$ cat config.mk
export PLATFORM = sky130hd
export DESIGN_NAME = fetch_stage
export DESIGN_NICKNAME = d
export VERILOG_FILES = /design/src/rtl/fetch_stage.sv
export SDC_FILE = /design/constraint.sdc
export NUM_CORES = 1
export LEC_CHECK = 0
export CAP_MARGIN = 20
export CORE_ASPECT_RATIO = 1.25
export CORE_MARGIN = 2
export CORE_UTILIZATION = 30
export DETAILED_ROUTE_END_ITERATION = 8
export HOLD_SLACK_MARGIN = 0.02
export PLACE_DENSITY = 0.57
export SYNTH_ARGS = -nofsm -noshare
export SYNTH_HDL_FRONTEND = slang
export SYNTH_SLANG_ARGS = --single-unit
$ cat constraint.sdc
create_clock -name clk -period 8.9 [get_ports clk]
set_input_delay 2.225 -clock clk [delete_from_list [all_inputs] [get_ports clk]]
set_output_delay 2.225 -clock clk [all_outputs]
set_load 0.02 [all_outputs]
$ cat src/rtl/fetch_stage.sv
// ============================================================================
// fetch_stage
// ----------------------------------------------------------------------------
// Instruction-fetch stage that feeds the IF_ID register. It owns the program
// counter and reads a synchronous instruction memory with a one-cycle read
// latency. Fetched words go into a small in-order queue, so a stall from ID
// never loses a read that is already in flight. A taken branch from MEM
// redirects the PC and flushes every older fetch.
//
// Parameters
//   RESET_PC  PC loaded on reset (word address)
//   PC_INC    PC increment per instruction
//   DEPTH     queue entries (>= 2); the credit count includes the in-flight read
//
// Ports
//   clk             in   rising-edge clock for all state
//   reset           in   asynchronous, active-high; clears all state
//   imem_en         out  instruction memory read strobe (combinational)
//   imem_addr       out  instruction memory read address (= fetch PC)
//   imem_rdata      in   read data, valid the cycle after imem_en
//   branch_taken    in   redirect request from MEM
//   branch_target   in   redirect PC
//   ready_in        in   IF_ID accepts the head this cycle
//   valid_out       out  queue head valid
//   instruction_IF  out  queue head instruction
//   PC_sumado_IF    out  queue head PC + PC_INC
//   occupancy       out  entries held in the queue (excludes in-flight read)
// ============================================================================
module fetch_stage #(
    parameter logic [31:0] RESET_PC = 32'd0,
    parameter logic [31:0] PC_INC   = 32'd1,
    parameter int          DEPTH    = 2
) (
    input  logic                       clk,
    input  logic                       reset,
    output logic                       imem_en,
    output logic [31:0]                imem_addr,
    input  logic [31:0]                imem_rdata,
    input  logic                       branch_taken,
    input  logic [31:0]                branch_target,
    input  logic                       ready_in,
    output logic                       valid_out,
    output logic [31:0]                instruction_IF,
    output logic [31:0]                PC_sumado_IF,
    output logic [$clog2(DEPTH+1)-1:0] occupancy
);

    localparam int CW = $clog2(DEPTH + 1);
    localparam logic [CW:0] DEPTH_C = DEPTH[CW:0];

    // Architectural state
    logic [31:0]   fetch_pc_r;
    logic [31:0]   tag_pc_r;
    logic          inflight_r;
    logic          discard_r;
    logic          valid_r;
    logic [CW-1:0] count_r;
    logic [31:0]   q_instr_r [DEPTH];
    logic [31:0]   q_pcs_r   [DEPTH];

    // Next-state / control signals
    logic          pop_s;
    logic          push_s;
    logic          issue_s;
    logic [CW:0]   credit_s;
    logic [CW-1:0] count_s;
    logic [31:0]   q_instr_s [DEPTH];
    logic [31:0]   q_pcs_s   [DEPTH];

    // Outputs come straight from state; the head is always entry 0.
    assign valid_out      = valid_r;
    assign instruction_IF = q_instr_r[0];
    assign PC_sumado_IF   = q_pcs_r[0];
    assign occupancy      = count_r;
    assign imem_en        = issue_s;
    assign imem_addr      = fetch_pc_r;

    // Handshake, credit check and read issue decision
    always_comb begin
        pop_s  = valid_r & ready_in;
        // A returning word is accepted only if it has not been cancelled by a
        // redirect, either this cycle or when it was issued.
        push_s = inflight_r & ~discard_r & ~branch_taken;
        // Queue entries plus the in-flight read, minus the slot freed by this
        // cycle's pop; pop implies count_r >= 1 so this never underflows.
        credit_s = {1'b0, count_r}
                 + {{CW{1'b0}}, inflight_r}
                 - {{CW{1'b0}}, pop_s};
        if (credit_s < DEPTH_C) begin
            issue_s = ~reset & ~branch_taken;
        end else begin
            issue_s = 1'b0;
        end
    end

    // Queue next state: shift-register FIFO, head at index 0
    always_comb begin
        q_instr_s = q_instr_r;
        q_pcs_s   = q_pcs_r;
        count_s   = count_r;
        if (branch_taken) begin
            // Redirect overrides pop and push: everything queued is older
            // than the branch and must be discarded.
            for (int i = 0; i < DEPTH; i++) begin
                q_instr_s[i] = 32'd0;
                q_pcs_s[i]   = 32'd0;
            end
            count_s = {CW{1'b0}};
        end else begin
            if (pop_s) begin
                for (int i = 0; i < DEPTH - 1; i++) begin
                    q_instr_s[i] = q_instr_r[i + 1];
                    q_pcs_s[i]   = q_pcs_r[i + 1];
                end
                q_instr_s[DEPTH - 1] = 32'd0;
                q_pcs_s[DEPTH - 1]   = 32'd0;
                count_s = count_r - CW'(1);
            end else begin
                count_s = count_r;
            end
            if (push_s) begin
                // Append behind whatever remains after the pop; the credit
                // rule guarantees a free slot here.
                for (int i = 0; i < DEPTH; i++) begin
                    if (count_s == CW'(i)) begin
                        q_instr_s[i] = imem_rdata;
                        q_pcs_s[i]   = tag_pc_r;
                    end else begin
                        q_instr_s[i] = q_instr_s[i];
                        q_pcs_s[i]   = q_pcs_s[i];
                    end
                end
                count_s = count_s + CW'(1);
            end else begin
                count_s = count_s;
            end
        end
    end

    // PC, in-flight tracking and registered output state
    always_ff @(posedge clk or posedge reset) begin
        if (reset) begin
            fetch_pc_r <= RESET_PC;
            tag_pc_r   <= 32'd0;
            inflight_r <= 1'b0;
            discard_r  <= 1'b0;
            valid_r    <= 1'b0;
            count_r    <= {CW{1'b0}};
        end else begin
            if (branch_taken) begin
                fetch_pc_r <= branch_target;
            end else if (issue_s) begin
                fetch_pc_r <= fetch_pc_r + PC_INC;
            end else begin
                fetch_pc_r <= fetch_pc_r;
            end

            inflight_r <= issue_s;

            if (issue_s) begin
                tag_pc_r <= fetch_pc_r + PC_INC;
            end else begin
                tag_pc_r <= tag_pc_r;
            end

            // Guard: a read that will land next cycle behind a redirect is
            // marked stale; the mark clears once that read has landed.
            if (branch_taken && issue_s) begin
                discard_r <= 1'b1;
            end else if (inflight_r) begin
                discard_r <= 1'b0;
            end else begin
                discard_r <= discard_r;
            end

            valid_r <= (count_s != {CW{1'b0}});
            count_r <= count_s;
        end
    end

    // Queue storage
    always_ff @(posedge clk or posedge reset) begin
        if (reset) begin
            for (int i = 0; i < DEPTH; i++) begin
                q_instr_r[i] <= 32'd0;
                q_pcs_r[i]   <= 32'd0;
            end
        end else begin
            for (int i = 0; i < DEPTH; i++) begin
                q_instr_r[i] <= q_instr_s[i];
                q_pcs_r[i]   <= q_pcs_s[i];
            end
        end
    end

endmodule
==> results by group, run 1 <==
Run status
  – Status: finished, final reports clean

GRT
  – GRT Util Overall: roughly 16%
  – Initial antenna violation count: 0
  – Vias in the first global route: 7736
  – First-pass GRT wire length: 43.0 mm
  – Grt ovf: 0
  – Pin count of the biggest net entering global routing: 132

Synth
  – Syn Inst Count: about 1100
  – Synth area leader: dfrtp_1
  – Ys flop type: dfrtp_1
  – Synth warn: 0
  – #FFs+latches synth: ~200
  – Post-Synthesis Cell Area: between 0.009 and 0.01 mm^2
  – Post-synth ARST share: 100%
  – Syn_area_per_cell: roughly 9 um^2
  – Count of cell types in the netlist: slightly above 40
  – Number of flops mapped to enable cells by yosys: 0
  – Syn Nets: roughly 1100
  – Yosys top cell area share: approximately half
  – Largest cells by area after synthesis: dfrtp_1, nand3_1, nand2_1
  – Sequential area share after synthesis: 51.0%

Drt
  – DR iter-0 viols: between 600 and 700
  – Via count: around 8000
  – DR top layer: met4
  – Metal-1 WL: ~12 mm
  – 1st-pass router iterations: 5
  – DR WL met2: 12.6 mm
  – Routed wire length: about 27 mm
  – Wire per inst: around 17 um
  – DRT antenna net count: 0
  – DR WL met3: between 1 and 1.5 mm
  – DRC violation count after routing: 0
  – Vias/cell: about 5.1

CTS
  – Clock Tree Root: clkbuf_16
  – H-tree depth: 4
  – Post-CTS Resized: 0
  – CTS hold repair buffers: 0
  – Clock Pin Slew Worst Setup and Hold Paths: ~0.070 ns
  – Worst-skew pair later-pin latency: between 0.4 and 0.5 ns
  – Post-CTS Setup Bufs: 0
  – CTS buffer count: 17
  – Clock Sinks: 197
  – Clk buf depth: 2
  – TritonCTS clock tree: yes

Placement
  – Dpl cell area: around 0.011 mm^2
  – Dpl hpwl: about 16 mm
  – Final GP Congestion: 0.734
  – Dpl cells: between 1500 and 2000
  – Buffers on Ports: 167

Die
  – Area of the core: approximately 0.032 mm^2
  – Initial Utilization: a little under a third
  – Die Height: around 200 um
  – Die area: between 0.03 and 0.04 mm^2
  – Cell Rows: 73
  – I/O Pins: between 150 and 200
  – Die width: 165 um

STA
  – Final setup violation count: 0
  – Final TNS setup: 0 ns
  – Max frequency: roughly 140 MHz
  – Setup Skew: between 0.01 and 0.015 ns
  – Slew @ Worst Pin: roughly 1.1 ns
  – Hold Vio Cnt, Final: 0
  – Unrepaired setup endpoints after global routing: false
  – Slew Viols, Final: 0
  – Final period util: between 80% and 90%
  – Tmin final: 7.18 ns
  – Max-slew headroom: 26.3%

Worst hold path
  – Worst Hold End: discard_r
  – Class of the worst hold path: register to register
  – Hold Path Origin: discard_r
  – Hold depth: 1

Setup path
  – R2r startpoint: valid_out
  – Max FO, Critical Path: 39
  – CP startpoint kind: input port
  – Crit Path Category: input port to output port
  – R2R Setup Slk: about 5.4 ns
  – Critical Path RT: 6.68 ns
  – Crit path DAT: about 5.0 ns
  – RR Endpoint: imem_addr[2]
  – Worst Setup End Kind: output port
  – R2R cell count: 10

Power
  – Worst VDD drop: 0.0997 mV
  – Power density cells: roughly 260 mW/mm^2
  – Leak: 4.61 nW

Run
  – Max-cap violation count: 0

Final layout
  – Nets: around 1200
  – Area Overhead vs Synth: 21.3%
  – Fill cell count: about 3200
  – Antenna cells: 0
  – Final instance area: about 0.012 mm^2
  – Layout cells sized above 1: between 4 and 5%
  – Non-Filler Instances: ~1500
-- worst max path at each step --
stage,from,to,cells past startpoint
2_1_floorplan,reset,PC_sumado_IF[0],1
3_5_place_dp,ready_in,imem_en,9
5_1_grt,ready_in,imem_en,9
4_1_cts,ready_in,imem_en,9
3_3_place_gp,ready_in,imem_en,9
6_report,ready_in,imem_en,9
-- cell usage after synthesis (11+ instances only) --
library cell and instances:
xor2_1 17, nor2_1 79, nand4_1 11, nand3_1 151, a22oi_1 15, a21oi_1 70
nand2_1 176, o21ai_0 53, a311oi_1 65, dfrtp_1 197, buf_4 64, xnor2_1 16
clkbuf_1 76, buf_1 12
-- critical path, stage by stage --
cell             delay, ns
buf_2                 0.13
nand2_4               0.34
xnor2_1               0.17
nand2_1               0.09
fa_1                  0.40
xor2_1                0.16
or4b_4                0.51
clkinv_1              0.26
clkdlybuf4s50_1       0.67
-- stage by stage --
stage                     worst slack (ns)  hold slack, ns  total power, mW  util (%)
after floorplan                       1.31           0.455             1.87         -
after global placement                1.70           0.477             2.21      35.0
after detailed placement              1.69           0.480             2.23      35.0
after CTS                             1.69           0.504             3.04      36.9
after global routing                  1.59           0.521             3.19      36.9
final                                 1.72           0.499             3.00      36.9
-- layer usage --
metal	global-route usage [%]	up-vias
met5	0	-
li1	-	3810
met3	3.12	15
met1	22.3	3838
met2	25.9	210
met4	3.66	0
-- placed cells by master (no fill, tap or decap), types with 2 or more instances in the layout --
cell type	count
a21o_1	4
a21oi_1	70
a221o_1	9
a22oi_1	15
a311oi_1	65
and3_1	9
buf_4	11
bufinv_16	2
clkbuf_16	17
clkbuf_8	2
clkdlybuf4s50_1	165
clkinv_2	2
clkinv_4	2
clkinvlp_4	3
dfrtp_1	196
ha_1	3
inv_1	6
inv_6	3
inv_8	2
nand2_1	173
nand2_4	2
nand3_1	151
nand4_1	11
nor2_1	79
nor3_1	7
nor3b_1	4
nor4_1	5
o21ai_0	53
o311ai_0	2
or3_1	4
xnor2_1	16
xor2_1	17
-- sequential cells by signal, summed over array words and instances (netlist names) --
| name | cells |
|---|---|
| PC_sumado_IF | 32 |
| imem_addr | 32 |
| instruction_IF | 32 |
| q_instr_r | 32 |
| q_pcs_r | 32 |
| tag_pc_r | 32 |
| occupancy | 2 |
| discard_r | 1 |
| inflight_r | 1 |
| valid_out | 1 |
-- cells by family after synthesis --
kind of cell             count (synthesis)  synth area share (%)
flip-flops                             197                  51.0
adder cells (fa/ha/maj)                  4                 0.596
buffers and inverters                  165                  9.02
XOR/XNOR                                33                  2.99
AO/OA/AOI/OAI                          222                  15.2
AND/OR/NAND/NOR                        456                  21.2
-- report_power, final --
part | leakage, nW | internal [mW] | switching, mW
sequential | 2.64 | 1.07 | 0.184
combinational | 1.68 | 0.374 | 0.577
clock | 0.288 | 0.434 | 0.363
total | 4.61 | 1.88 | 1.12
-- final cells by class --
class                      instances  area (um^2)  share of cell area [%]
clock inverter                    13          148                    1.26
timing repair buffer             178         1750                    14.9
inverter                           8         37.5                   0.320
clock buffer                      19          453                    3.86
multi-input combinational        715         3890                    33.2
tap                              412          515                    4.40
sequential                       197         4930                    42.1
No activity file was read; power rests on OpenSTA's default activity.
==> inputs of run 2 (changes only) <==
--- a/config.mk
+++ b/config.mk
@@ -11,7 +11,7 @@
 export CORE_UTILIZATION = 30
 export DETAILED_ROUTE_END_ITERATION = 8
 export HOLD_SLACK_MARGIN = 0.02
-export PLACE_DENSITY = 0.57
+export PLACE_DENSITY = 0.59
 export SYNTH_ARGS = -nofsm -noshare
 export SYNTH_HDL_FRONTEND = slang
 export SYNTH_SLANG_ARGS = --single-unit
==> constraint.sdc (replaced) <==
create_clock -name clk -period 6.5 [get_ports clk]
set_input_delay 1.625 -clock clk [delete_from_list [all_inputs] [get_ports clk]]
set_output_delay 1.625 -clock clk [all_outputs]
set_load 0.02 [all_outputs]
==> results by group, run 2 (synthesis results as in run 1) <==
Placement
  – Final GP Congestion: approximately 0.74
  – Buffers on Ports: 167
  – Dpl cells: about 1500
  – Dpl ws: around 1.0 ns
  – Dpl hpwl: roughly 17 mm

CTS
  – Clock Tree Root: clkbuf_16
  – H-tree depth: 4
  – Clock Pin Slew Worst Setup and Hold Paths: 0.07 ns
  – TritonCTS clock tree: yes
  – Clk buf depth: 2
  – Post-CTS Resized: 0
  – Post-CTS Setup Bufs: 0
  – CTS hold repair buffers: 0
  – CTS buffer count: 17
  – Clock Sinks: between 150 and 200
  – Worst-skew pair later-pin latency: about 0.44 ns

Power
  – Power density cells: between 300 and 400 mW/mm^2
  – Comb pwr share: about 31%
  – Clock group share of total power: between 20% and 30%
  – Leak: around 4.7 nW
  – P_sw: 1.54 mW
  – Internal: roughly 2.7 mW
  – Sw frac: between 30% and 40%
  – Worst VDD drop: between 0.1 and 0.15 mV
  – Flop pwr share: between 40% and 50%

STA
  – Max-slew headroom: roughly a third
  – Final setup violation count: 0
  – Setup Skew: between 0.01 and 0.015 ns
  – Final TNS setup: 0 ns
  – Final period util: between 80 and 90%
  – Hold Vio Cnt, Final: 0
  – Slew Viols, Final: 0
  – Max frequency: 183 MHz
  – Tmin final: about 5.5 ns
  – Worst Setup Slack, final: 1.03 ns
  – Slew @ Worst Pin: ~0.99 ns
  – Unrepaired setup endpoints after global routing: false

Die
  – I/O Pins: around 170
  – Cell Rows: 73
  – Area of the core: 0.0318 mm^2
  – Die area: about 0.034 mm^2
  – Die width: roughly 160 um
  – Die Height: between 200 and 250 um
  – Initial Utilization: a little under a third

Setup path
  – Worst Setup End Kind: output port
  – CP startpoint kind: input port
  – R2R Setup Slk: ~3.3 ns
  – RR Endpoint: imem_addr[3]
  – R2R cell count: 9
  – CP Buf/Inv Count: 3
  – R2r startpoint: inflight_r
  – Critical Path RT: just under 5 ns
  – Top Family by Delay on Critical Path: buffers and inverters
  – Max FO, Critical Path: 5
  – CP max-delay cell: clkdlybuf4s50_1
  – Crit Path Category: input port to output port
  – Crit-path cells: buf_2 > nand2_4 > xnor2_1 > nand2_1 > fa_1 > xor2_1 > or4b_4 > clkinv_1 > clkdlybuf4s50_1
  – Crit path DAT: between 3 and 4 ns
  – Max stage delay on crit path: around 0.62 ns

Final layout
  – Leading cell types in the layout, fill and taps excluded: dfrtp_1, nand2_1, clkdlybuf4s50_1
  – Layout cells sized above 1: ~5.2%
  – Non-Filler Instances: approximately 1500
  – Util after Layout: a little under two fifths
  – Nets: about 1200
  – Most common cell after layout, fill and taps aside: dfrtp_1
  – Antenna cells: 0
  – Area Overhead vs Synth: 22.8%

GRT
  – Grt ovf: 0
  – Initial antenna violation count: 0
  – First-pass GRT wire length: around 42 mm
  – Pin count of the biggest net entering global routing: around 130
  – GRT Util Overall: between 10% and 20%
  – Vias in the first global route: ~7600

Worst hold path
  – Worst Hold End: discard_r
  – Hold depth: 1
  – Hold Path Origin: discard_r
  – Class of the worst hold path: register to register

Drt
  – DRC violation count after routing: 0
  – Routed wire length: 26.4 mm
  – Vias/cell: between 5 and 6
  – 1st-pass router iterations: 5
  – DRT antenna net count: 0
  – Via count: ~8000
  – Wire per inst: 17.0 um
  – DR iter-0 viols: 599

Run
  – Max-cap violation count: 0

Run status
  – Status: finished, final reports clean
[run 2: cell types whose count changed in the layout (fill, tap and decap cells not counted), moves of 2 or more]
cell	delta
buf_4	+4
buf_12	+2
clkbuf_8	-2
bufinv_16	+4
[run 2: how the worst max path moves through the flow]
stage,startpoint,end,depth (start not counted)
after global placement,ready_in,imem_en,9
after global routing,ready_in,imem_en,9
after CTS,ready_in,imem_en,9
after detailed placement,ready_in,imem_en,9
after floorplan,ready_in,imem_en,10
final,ready_in,imem_en,9
[run 2: area by class of cell]
type                    instances  area [um^2]
inverters                       8         33.8
flip-flops and latches        197         4930
multi-input cells             715         3890
clock buffers                  18          429
clock inverters                14          246
fillers                      3230        19900
repair buffers                184         1820
well taps                     412          515
[run 2: metal layers]
| metal | wire length (um) | part of all wire, % | track usage [%] | vias up |
|---|---|---|---|---|
| met5 | 0 | 0 | 0 | - |
| met4 | 256 | 0.97 | 4.25 | 0 |
| met3 | 1190 | 4.5 | 2.67 | 13 |
| li1 | - | - | - | 3817 |
| met2 | 12700 | 48 | 25.0 | 228 |
| met1 | 12300 | 47 | 22.1 | 3842 |
[run 2: worst reg2reg max path, cell delays in order, from the launching register on]
cell     delay, ns
dfrtp_1       0.46
xnor2_1       0.19
nand2_1       0.08
fa_1          0.38
xor2_1        0.15
or4b_4        0.53
buf_4         0.43
nand2_1       0.42
o21ai_0       0.16
a221o_1       0.32
[run 2: through the flow]
stage | instance area (um^2) | power (mW) | hold WS (ns)
2_1_floorplan | 9670 | 2.56 | 0.455
3_3_place_gp | 11200 | 3.04 | 0.475
3_5_place_dp | 11200 | 3.06 | 0.481
4_1_cts | 11800 | 4.31 | 0.499
5_1_grt | 11900 | 4.52 | 0.543
6_report | 11900 | 4.25 | 0.493
[run 2: power groups by stage]
stage	Clock, mW	Sequential (mW)	Combinational, mW
floorplan	0	1.73	0.831
global placement	0	1.73	1.30
detailed placement	0	1.74	1.32
CTS	1.27	1.72	1.33
global route	1.31	1.76	1.45
finish	1.22	1.72	1.31
